<file path="config.mk">
export PLATFORM = sky130hd
export DESIGN_NAME = cuckoo_table_loader
export DESIGN_NICKNAME = d
export VERILOG_FILES = /design/src/rtl/cuckoo_table_loader.sv
export SDC_FILE = /design/constraint.sdc
export NUM_CORES = 2
export LEC_CHECK = 0
export CORE_ASPECT_RATIO = 0.6
export CORE_UTILIZATION = 68
export CTS_BUF_LIST = sky130_fd_sc_hd__clkbuf_4
export DETAILED_ROUTE_END_ITERATION = 8
export GPL_ROUTABILITY_DRIVEN = 0
export PLACE_DENSITY = 0.87
export SYNTH_ARGS = -nofsm -noshare
export SYNTH_HDL_FRONTEND = slang
export SYNTH_SLANG_ARGS = --single-unit
</file>
<file path="constraint.sdc">
create_clock -name clk -period 12.4 [get_ports clk]
set_clock_uncertainty 0.05 [all_clocks]
set_input_delay 1.24 -clock clk [delete_from_list [all_inputs] [get_ports clk]]
set_output_delay 1.24 -clock clk [all_outputs]
set_load 0.02 [all_outputs]
</file>
<file path="src/rtl/cuckoo_table_loader.sv">
// -----------------------------------------------------------------------------
// cuckoo_table_loader
//
// Inserts 14-byte patterns into a two-way cuckoo index. Each accepted command
// is hashed with two independently seeded hashes, one byte per cycle. The
// pattern is then placed in the first free table, T1 before T2. No eviction is
// performed. A successful placement writes the pattern (with its suffix code)
// to the next free pattern-RAM slot. It also writes that slot number into the
// index RAM at the chosen table/hash address.
//
// Optional feature (macro CUCKOO_LOADER_CLEAR_EN): a high clear input sampled
// in IDLE sweeps zeros through all 2048 index-RAM entries. It also resets the
// valid bitmaps and the slot counter. Without the macro, clear is ignored.
//
// Ports
//   clk, rst                       clock; synchronous active-high reset
//   cmd_valid / cmd_ready          insert-command handshake
//   cmd_pattern [111:0]            pattern, byte k = cmd_pattern[8k+7:8k]
//   cmd_suffix  [1:0]              suffix code stored alongside the pattern
//   clear                          table-clear request
//   idx_we / idx_addr / idx_din    index RAM write port (addr[10] = table)
//   pat_we / pat_addr / pat_din    pattern RAM write port ({suffix, pattern})
//   done_valid                     one-cycle completion pulse
//   done_status [1:0]              00 T1, 01 T2, 10 collision, 11 RAM full
//   done_slot   [8:0]              slot written (0 for status 10/11)
//   busy                           FSM not idle
// -----------------------------------------------------------------------------
module cuckoo_table_loader #(
   parameter logic [9:0] SEED_T1 = 10'h000,
   parameter logic [9:0] SEED_T2 = 10'h2A5
) (
   input  logic         clk,
   input  logic         rst,
   input  logic         cmd_valid,
   output logic         cmd_ready,
   input  logic [111:0] cmd_pattern,
   input  logic [1:0]   cmd_suffix,
   input  logic         clear,
   output logic         idx_we,
   output logic [10:0]  idx_addr,
   output logic [8:0]   idx_din,
   output logic         pat_we,
   output logic [8:0]   pat_addr,
   output logic [113:0] pat_din,
   output logic         done_valid,
   output logic [1:0]   done_status,
   output logic [8:0]   done_slot,
   output logic         busy
);

`ifdef CUCKOO_LOADER_CLEAR_EN
   typedef enum logic [2:0] {IDLE, HASH, PLACE, WRITE, CLEAR} state_t;
`else
   typedef enum logic [2:0] {IDLE, HASH, PLACE, WRITE} state_t;
`endif

   state_t        state, state_next;
   logic [111:0]  pat_q;
   logic [1:0]    suffix_q;
   logic [9:0]    h1, h2;
   logic [3:0]    byte_idx;
   logic [1:0]    status_q;
   logic [9:0]    slot_cnt;      // 1..512; 512 means the pattern RAM is full
   logic [1023:0] valid_t1, valid_t2;
   logic [7:0]    cur_byte;
   logic          placed;

`ifdef CUCKOO_LOADER_CLEAR_EN
   logic [10:0]   clr_cnt;
`else
   logic          unused_clear;
   assign unused_clear = clear;
`endif

   // One hash step: (h<<3) + (h>>3) + byte, folded back with h, kept to 10 bits.
   function automatic logic [9:0] hash_step(input logic [9:0] h, input logic [7:0] b);
      logic [9:0] sum;
      sum = {h[6:0], 3'b000} + {3'b000, h[9:3]} + {2'b00, b};
      return sum ^ h;
   endfunction

   assign cur_byte = pat_q[{byte_idx, 3'b000} +: 8];
   assign placed   = ~status_q[1];

   always_ff @(posedge clk) begin
      // NOTE: clocked state uses non-blocking assignments so every register
      // samples pre-edge values; blocking here would create order-dependent races.
      if (rst) state <= IDLE;
      else     state <= state_next;
   end

   always_comb begin
      // NOTE: every output gets a default before the case so no path leaves a
      // signal unassigned, which would otherwise infer a latch.
      state_next  = state;
      cmd_ready   = 1'b0;
      busy        = (state != IDLE);
      idx_we      = 1'b0;
      idx_addr    = '0;
      idx_din     = '0;
      pat_we      = 1'b0;
      pat_addr    = '0;
      pat_din     = '0;
      done_valid  = 1'b0;
      done_status = '0;
      done_slot   = '0;
      case (state)
         IDLE: begin
            cmd_ready = 1'b1;
`ifdef CUCKOO_LOADER_CLEAR_EN
            // A clear request wins over a simultaneous command.
            if (clear) begin
               cmd_ready  = 1'b0;
               state_next = CLEAR;
            end else
`endif
            if (cmd_valid) state_next = HASH;
         end
         HASH: begin
            if (byte_idx == 4'd13) state_next = PLACE;
         end
         PLACE: state_next = WRITE;
         WRITE: begin
            done_valid  = 1'b1;
            done_status = status_q;
            if (placed) begin
               done_slot = slot_cnt[8:0];
               pat_we    = 1'b1;
               pat_addr  = slot_cnt[8:0];
               pat_din   = {suffix_q, pat_q};
               idx_we    = 1'b1;
               idx_addr  = {status_q[0], status_q[0] ? h2 : h1};
               idx_din   = slot_cnt[8:0];
            end
            state_next = IDLE;
         end
`ifdef CUCKOO_LOADER_CLEAR_EN
         CLEAR: begin
            idx_we   = 1'b1;
            idx_addr = clr_cnt;
            if (clr_cnt == 11'd2047) state_next = IDLE;
         end
`endif
         default: state_next = IDLE;
      endcase
   end

   always_ff @(posedge clk) begin
      if (rst) begin
         pat_q    <= '0;
         suffix_q <= '0;
         h1       <= '0;
         h2       <= '0;
         byte_idx <= '0;
         status_q <= '0;
         slot_cnt <= 10'd1;
         // NOTE: the valid bitmaps are architectural state that decides
         // placement, so unlike a RAM array they must be cleared by reset.
         valid_t1 <= '0;
         valid_t2 <= '0;
`ifdef CUCKOO_LOADER_CLEAR_EN
         clr_cnt  <= '0;
`endif
      end else begin
         case (state)
            IDLE: begin
               if (state_next == HASH) begin
                  pat_q    <= cmd_pattern;
                  suffix_q <= cmd_suffix;
                  h1       <= SEED_T1;
                  h2       <= SEED_T2;
                  byte_idx <= '0;
               end
`ifdef CUCKOO_LOADER_CLEAR_EN
               if (state_next == CLEAR) begin
                  valid_t1 <= '0;
                  valid_t2 <= '0;
                  slot_cnt <= 10'd1;
                  clr_cnt  <= '0;
               end
`endif
            end
            HASH: begin
               h1       <= hash_step(h1, cur_byte);
               h2       <= hash_step(h2, cur_byte);
               byte_idx <= byte_idx + 4'd1;
            end
            PLACE: begin
               if (slot_cnt == 10'd512) status_q <= 2'b11;
               else if (!valid_t1[h1])  status_q <= 2'b00;
               else if (!valid_t2[h2])  status_q <= 2'b01;
               else                     status_q <= 2'b10;
            end
            WRITE: begin
               if (placed) begin
                  if (status_q[0]) valid_t2[h2] <= 1'b1;
                  else             valid_t1[h1] <= 1'b1;
                  slot_cnt <= slot_cnt + 10'd1;
               end
            end
`ifdef CUCKOO_LOADER_CLEAR_EN
            CLEAR: clr_cnt <= clr_cnt + 11'd1;
`endif
            default: ;
         endcase
      end
   end

endmodule

</file>
==> impl_metrics.sql <==
INSERT INTO impl_metrics (metric_group, metric, value, unit) VALUES
('sta', 'grt_setup_unrepaired', 'no', ''),
('final_layout', 'nNetsFinal', '10300', ''),
('worst_setup_path', 'critical_path_peak_fanout', '128', ''),
('yosys', 'yosysWarningCount', '0', ''),
('hold_path', 'timing.hold.worst.start', 'rst', ''),
('clock_network', 'tritoncts', 'built', ''),
('yosys', 'mappedNetlistNets', '10300', ''),
('global_routing', 'grt_pass1_wl', '448', 'mm'),
('detailed_routing', 'route.detailed.vias_per_inst', '6.73', ''),
('power_and_ir_drop', 'power.leakage', '32.1', 'nW'),
('worst_setup_path', 'cp-start-kind', 'flop', ''),
('placement', 'post_dp_cell_area', '90200', 'um2'),
('detailed_routing', 'postRouteAntennaNets', '0', ''),
('final_layout', 'layout.cell_area.non_filler', '96200', 'um2'),
('yosys', 'synth_top_family_by_area', 'compound AO/OA/AOI/OAI gates', ''),
('sta', 'fin_setup_tns', '0', 'ns'),
('yosys', 'yosys.area_share.adder', '0.627', '%'),
('clock_network', 'clk_pin_slew_worst_paths', '0.07', 'ns'),
('clock_network', 'cts_hold_repair_buffers', '0', ''),
('sta', 'report.final.slew_viol_count', '0', ''),
('sta', 'maxSlewHeadroom', '5.48', '%'),
('global_routing', 'number_of_antenna_violations_at_the_first_check_in_global_routing', '14', ''),
('global_routing', 'global_route.overflow_total', '0', ''),
('yosys', 'netlist_instances', '10100', ''),
('sta', 'layout_worst_path_cycle_share', '46.7', '%'),
('global_routing', 'grt_start_max_net_pins', '249', ''),
('sta', 'hold_ws', '0.274', 'ns'),
('sta', 'hold_viol', '0', ''),
('clock_network', 'cts.root.buffer_cell', 'sky130_fd_sc_hd__clkbuf_4', ''),
('final_layout', 'synthToLayoutAreaGrowth', '9.62', '%'),
('final_layout', 'fraction_of_layout_instances_using_a_drive_strength_above_1', '10.7', '%'),
('yosys', 'syn-cell-area', '87700', 'um2'),
('die', 'chipWidth', '466', 'um'),
('die', 'initial_utilization', '68.9', '%'),
('hold_path', 'endpoint_of_the_worst_hold_timing_path', 'valid_t2[191]$_SDFFE_PP0P_', ''),
('worst_setup_path', 'type_of_the_worst_setup_path', 'flop to output port', ''),
('clock_network', 'postCtsSetupRepairBufs', '0', ''),
('yosys', 'share_of_synthesized_flip_flops_with_an_asynchronous_set_or_reset', '0', '%'),
('flow_run', 'drv.max_cap_violation_count', '0', ''),
('yosys', 'number_of_enable_flip_flop_cells_after_synthesis', '0', ''),
('hold_path', 'hold-path-cell-count', '2', ''),
('clock_network', 'cts.sinks', '2201', ''),
('yosys', 'synth-seq-cells', '2201', ''),
('yosys', 'synth_mux_area_share', '12.6', '%'),
('sta', 'tightestPinTransition', '1.42', 'ns'),
('worst_setup_path', 'timing.rr.end', 'status_q[1]$_SDFFE_PP0N_', ''),
('yosys', 'yosys_most_used_dff', 'sky130_fd_sc_hd__dfxtp_1', ''),
('die', 'core-area', '127000', 'um2'),
('worst_setup_path', 'worstSetupStartpoint', 'state[2]$_SDFF_PP0_', ''),
('outcome', 'failed_checks', 'design-rule violations', ''),
('worst_setup_path', 'worst-endpoint-arrival', '4.50', 'ns'),
('worst_setup_path', 'path_cells', 'and3b_1 > nand2b_1 > buf_4 > clkinv_2 > buf_4 > and2_1 > clkdlybuf4s50_1', ''),
('placement', 'dpl_worst_slack', '7.06', 'ns'),
('outcome', 'outcome', 'finished with violations', ''),
('yosys', 'synth_simple_gate_area_share', '14.5', '%'),
('detailed_routing', 'vias', '81700', ''),
('detailed_routing', 'wire_per_inst', '25.3', 'um'),
('clock_network', 'cts-buffers-inserted', '477', ''),
('detailed_routing', 'drt_drc_violations_left', '23', ''),
('final_layout', 'final_cell_mix', 'sky130_fd_sc_hd__a21oi_1, sky130_fd_sc_hd__dfxtp_1, sky130_fd_sc_hd__nor2_1', ''),
('worst_setup_path', 'worstSetupEndpointType', 'output port', ''),
('clock_network', 'postCtsResizedCells', '0', ''),
('worst_setup_path', 'rr_startpoint', 'h1[1]$_SDFFE_PP0P_', ''),
('die', 'placementRows', '101', ''),
('power_and_ir_drop', 'max_ir_drop_vdd', '129', 'uV'),
('yosys', 'synthTopCellsByArea', 'sky130_fd_sc_hd__dfxtp_1, sky130_fd_sc_hd__a21oi_1, sky130_fd_sc_hd__mux2i_1', ''),
('worst_setup_path', 'timing.critical_path.slowest_cell_delay', '0.88', 'ns'),
('global_routing', 'overall_global_routing_resource_usage', '44.9', '%'),
('yosys', 'yosysUniqueCellTypes', '61', ''),
('detailed_routing', 'drt-pass1-iter-count', '9', ''),
('yosys', 'synth_seq_area_share', '50.2', '%');
[critical path, delay by kind of cell, from the launching register on]
kind	cells	cell delay, ns
DFF	1	0.37
buffers and inverters	4	1.97
and+or+nand+nor	3	0.78
[worst max path at each step]
stage,endpoint,slack [ns],depth (start not counted)
3_5_place_dp,status_q[1]$_SDFFE_PP0N_,7.06,11
6_report,idx_addr[10],6.61,7
4_1_cts,idx_addr[10],6.55,7
2_1_floorplan,h1[9]$_SDFFE_PP0P_,8.02,18
3_3_place_gp,status_q[1]$_SDFFE_PP0N_,7.12,11
5_1_grt,idx_addr[10],6.39,7
[metrics by stage]
step / cells / power, mW
6_report: 12100 / 13.1
5_1_grt: 12100 / 13.4
4_1_cts: 12100 / 13.0
3_5_place_dp: 11300 / 7.63
3_3_place_gp: 11300 / 7.62
2_1_floorplan: 10100 / 7.49
[cell families (layout without fill, tap and decap cells)]
family                   count (synthesis)  count (layout)
adder cells (fa/ha/maj)                 38              38
XOR/XNOR                                19              19
buffers and inverters                 1001            1277
flip-flops                            2201            2201
AO/OA/AOI/OAI                         2762            2762
AND/OR/NAND/NOR                       3078            3078
multiplexers                          1047            1047
other                                    1              13
[power by group]
group	switching, mW	total [mW]	internal [mW]
combinational	0.276	0.371	0.0947
sequential	0.0368	7.12	7.08
clock	2.80	5.57	2.77
[registers in the layout, summed over array words and instances, names as in the netlist]
name	count
state	3
suffix_q	2
valid_t1	1024
h1	10
status_q	2
byte_idx	4
h2	10
pat_q	112
slot_cnt	10
valid_t2	1024
[area by class of cell]
type,count,area (um2),share of cell area [%]
repair buffers,438,4090,4.25
diodes,12,30.0,0.0312
flip-flops and latches,2201,44100,45.8
multi-input cells,6945,39800,41.4
well taps,1699,2130,2.21
inverters,34,129,0.134
clock inverters,82,502,0.522
clock buffers,723,5430,5.64
[per-layer routing]
| layer | global-route usage [%] | up-vias | part of all wire, % |
|---|---|---|---|
| met3 | 17.0 | 1692 | 18 |
| met5 | 0 | - | 0.11 |
| met4 | 27.9 | 18 | 7.1 |
| met2 | 62.3 | 7164 | 39 |
| met1 | 58.6 | 37900 | 36 |
| li1 | - | 34900 | - |
[cells in the mapped netlist (3+ instances only)]
cell and number:
sky130_fd_sc_hd__a21oi_1 2202, sky130_fd_sc_hd__buf_4 51, sky130_fd_sc_hd__and3_1 3, sky130_fd_sc_hd__o221ai_1 4, sky130_fd_sc_hd__o21ai_1 3, sky130_fd_sc_hd__clkbuf_1 554
sky130_fd_sc_hd__fa_1 10, sky130_fd_sc_hd__ha_1 28, sky130_fd_sc_hd__nand3_1 66, sky130_fd_sc_hd__nor4_1 110, sky130_fd_sc_hd__nand4_1 22, sky130_fd_sc_hd__nor2_1 2302
sky130_fd_sc_hd__or3_1 10, sky130_fd_sc_hd__xnor2_1 9, sky130_fd_sc_hd__buf_6 28, sky130_fd_sc_hd__mux4_2 48, sky130_fd_sc_hd__nand4b_1 8, sky130_fd_sc_hd__nand2b_1 13
sky130_fd_sc_hd__o211ai_1 4, sky130_fd_sc_hd__o22ai_1 446, sky130_fd_sc_hd__a211oi_1 7, sky130_fd_sc_hd__or4b_1 7, sky130_fd_sc_hd__or2_2 9, sky130_fd_sc_hd__a31oi_1 12
sky130_fd_sc_hd__buf_2 326, sky130_fd_sc_hd__xor2_1 10, sky130_fd_sc_hd__a22oi_1 7, sky130_fd_sc_hd__a21o_1 4, sky130_fd_sc_hd__nand2_1 321, sky130_fd_sc_hd__nor2b_1 16
sky130_fd_sc_hd__a311oi_1 4, sky130_fd_sc_hd__inv_1 33, sky130_fd_sc_hd__nand4bb_1 9, sky130_fd_sc_hd__o21ai_0 43, sky130_fd_sc_hd__o21bai_1 15, sky130_fd_sc_hd__buf_1 8
sky130_fd_sc_hd__mux2i_1 997, sky130_fd_sc_hd__nand3b_1 5, sky130_fd_sc_hd__or4_1 7, sky130_fd_sc_hd__and2_1 130, sky130_fd_sc_hd__dfxtp_1 2201, sky130_fd_sc_hd__nor3_1 28
Note: power is estimated with default switching activity, not from simulation.
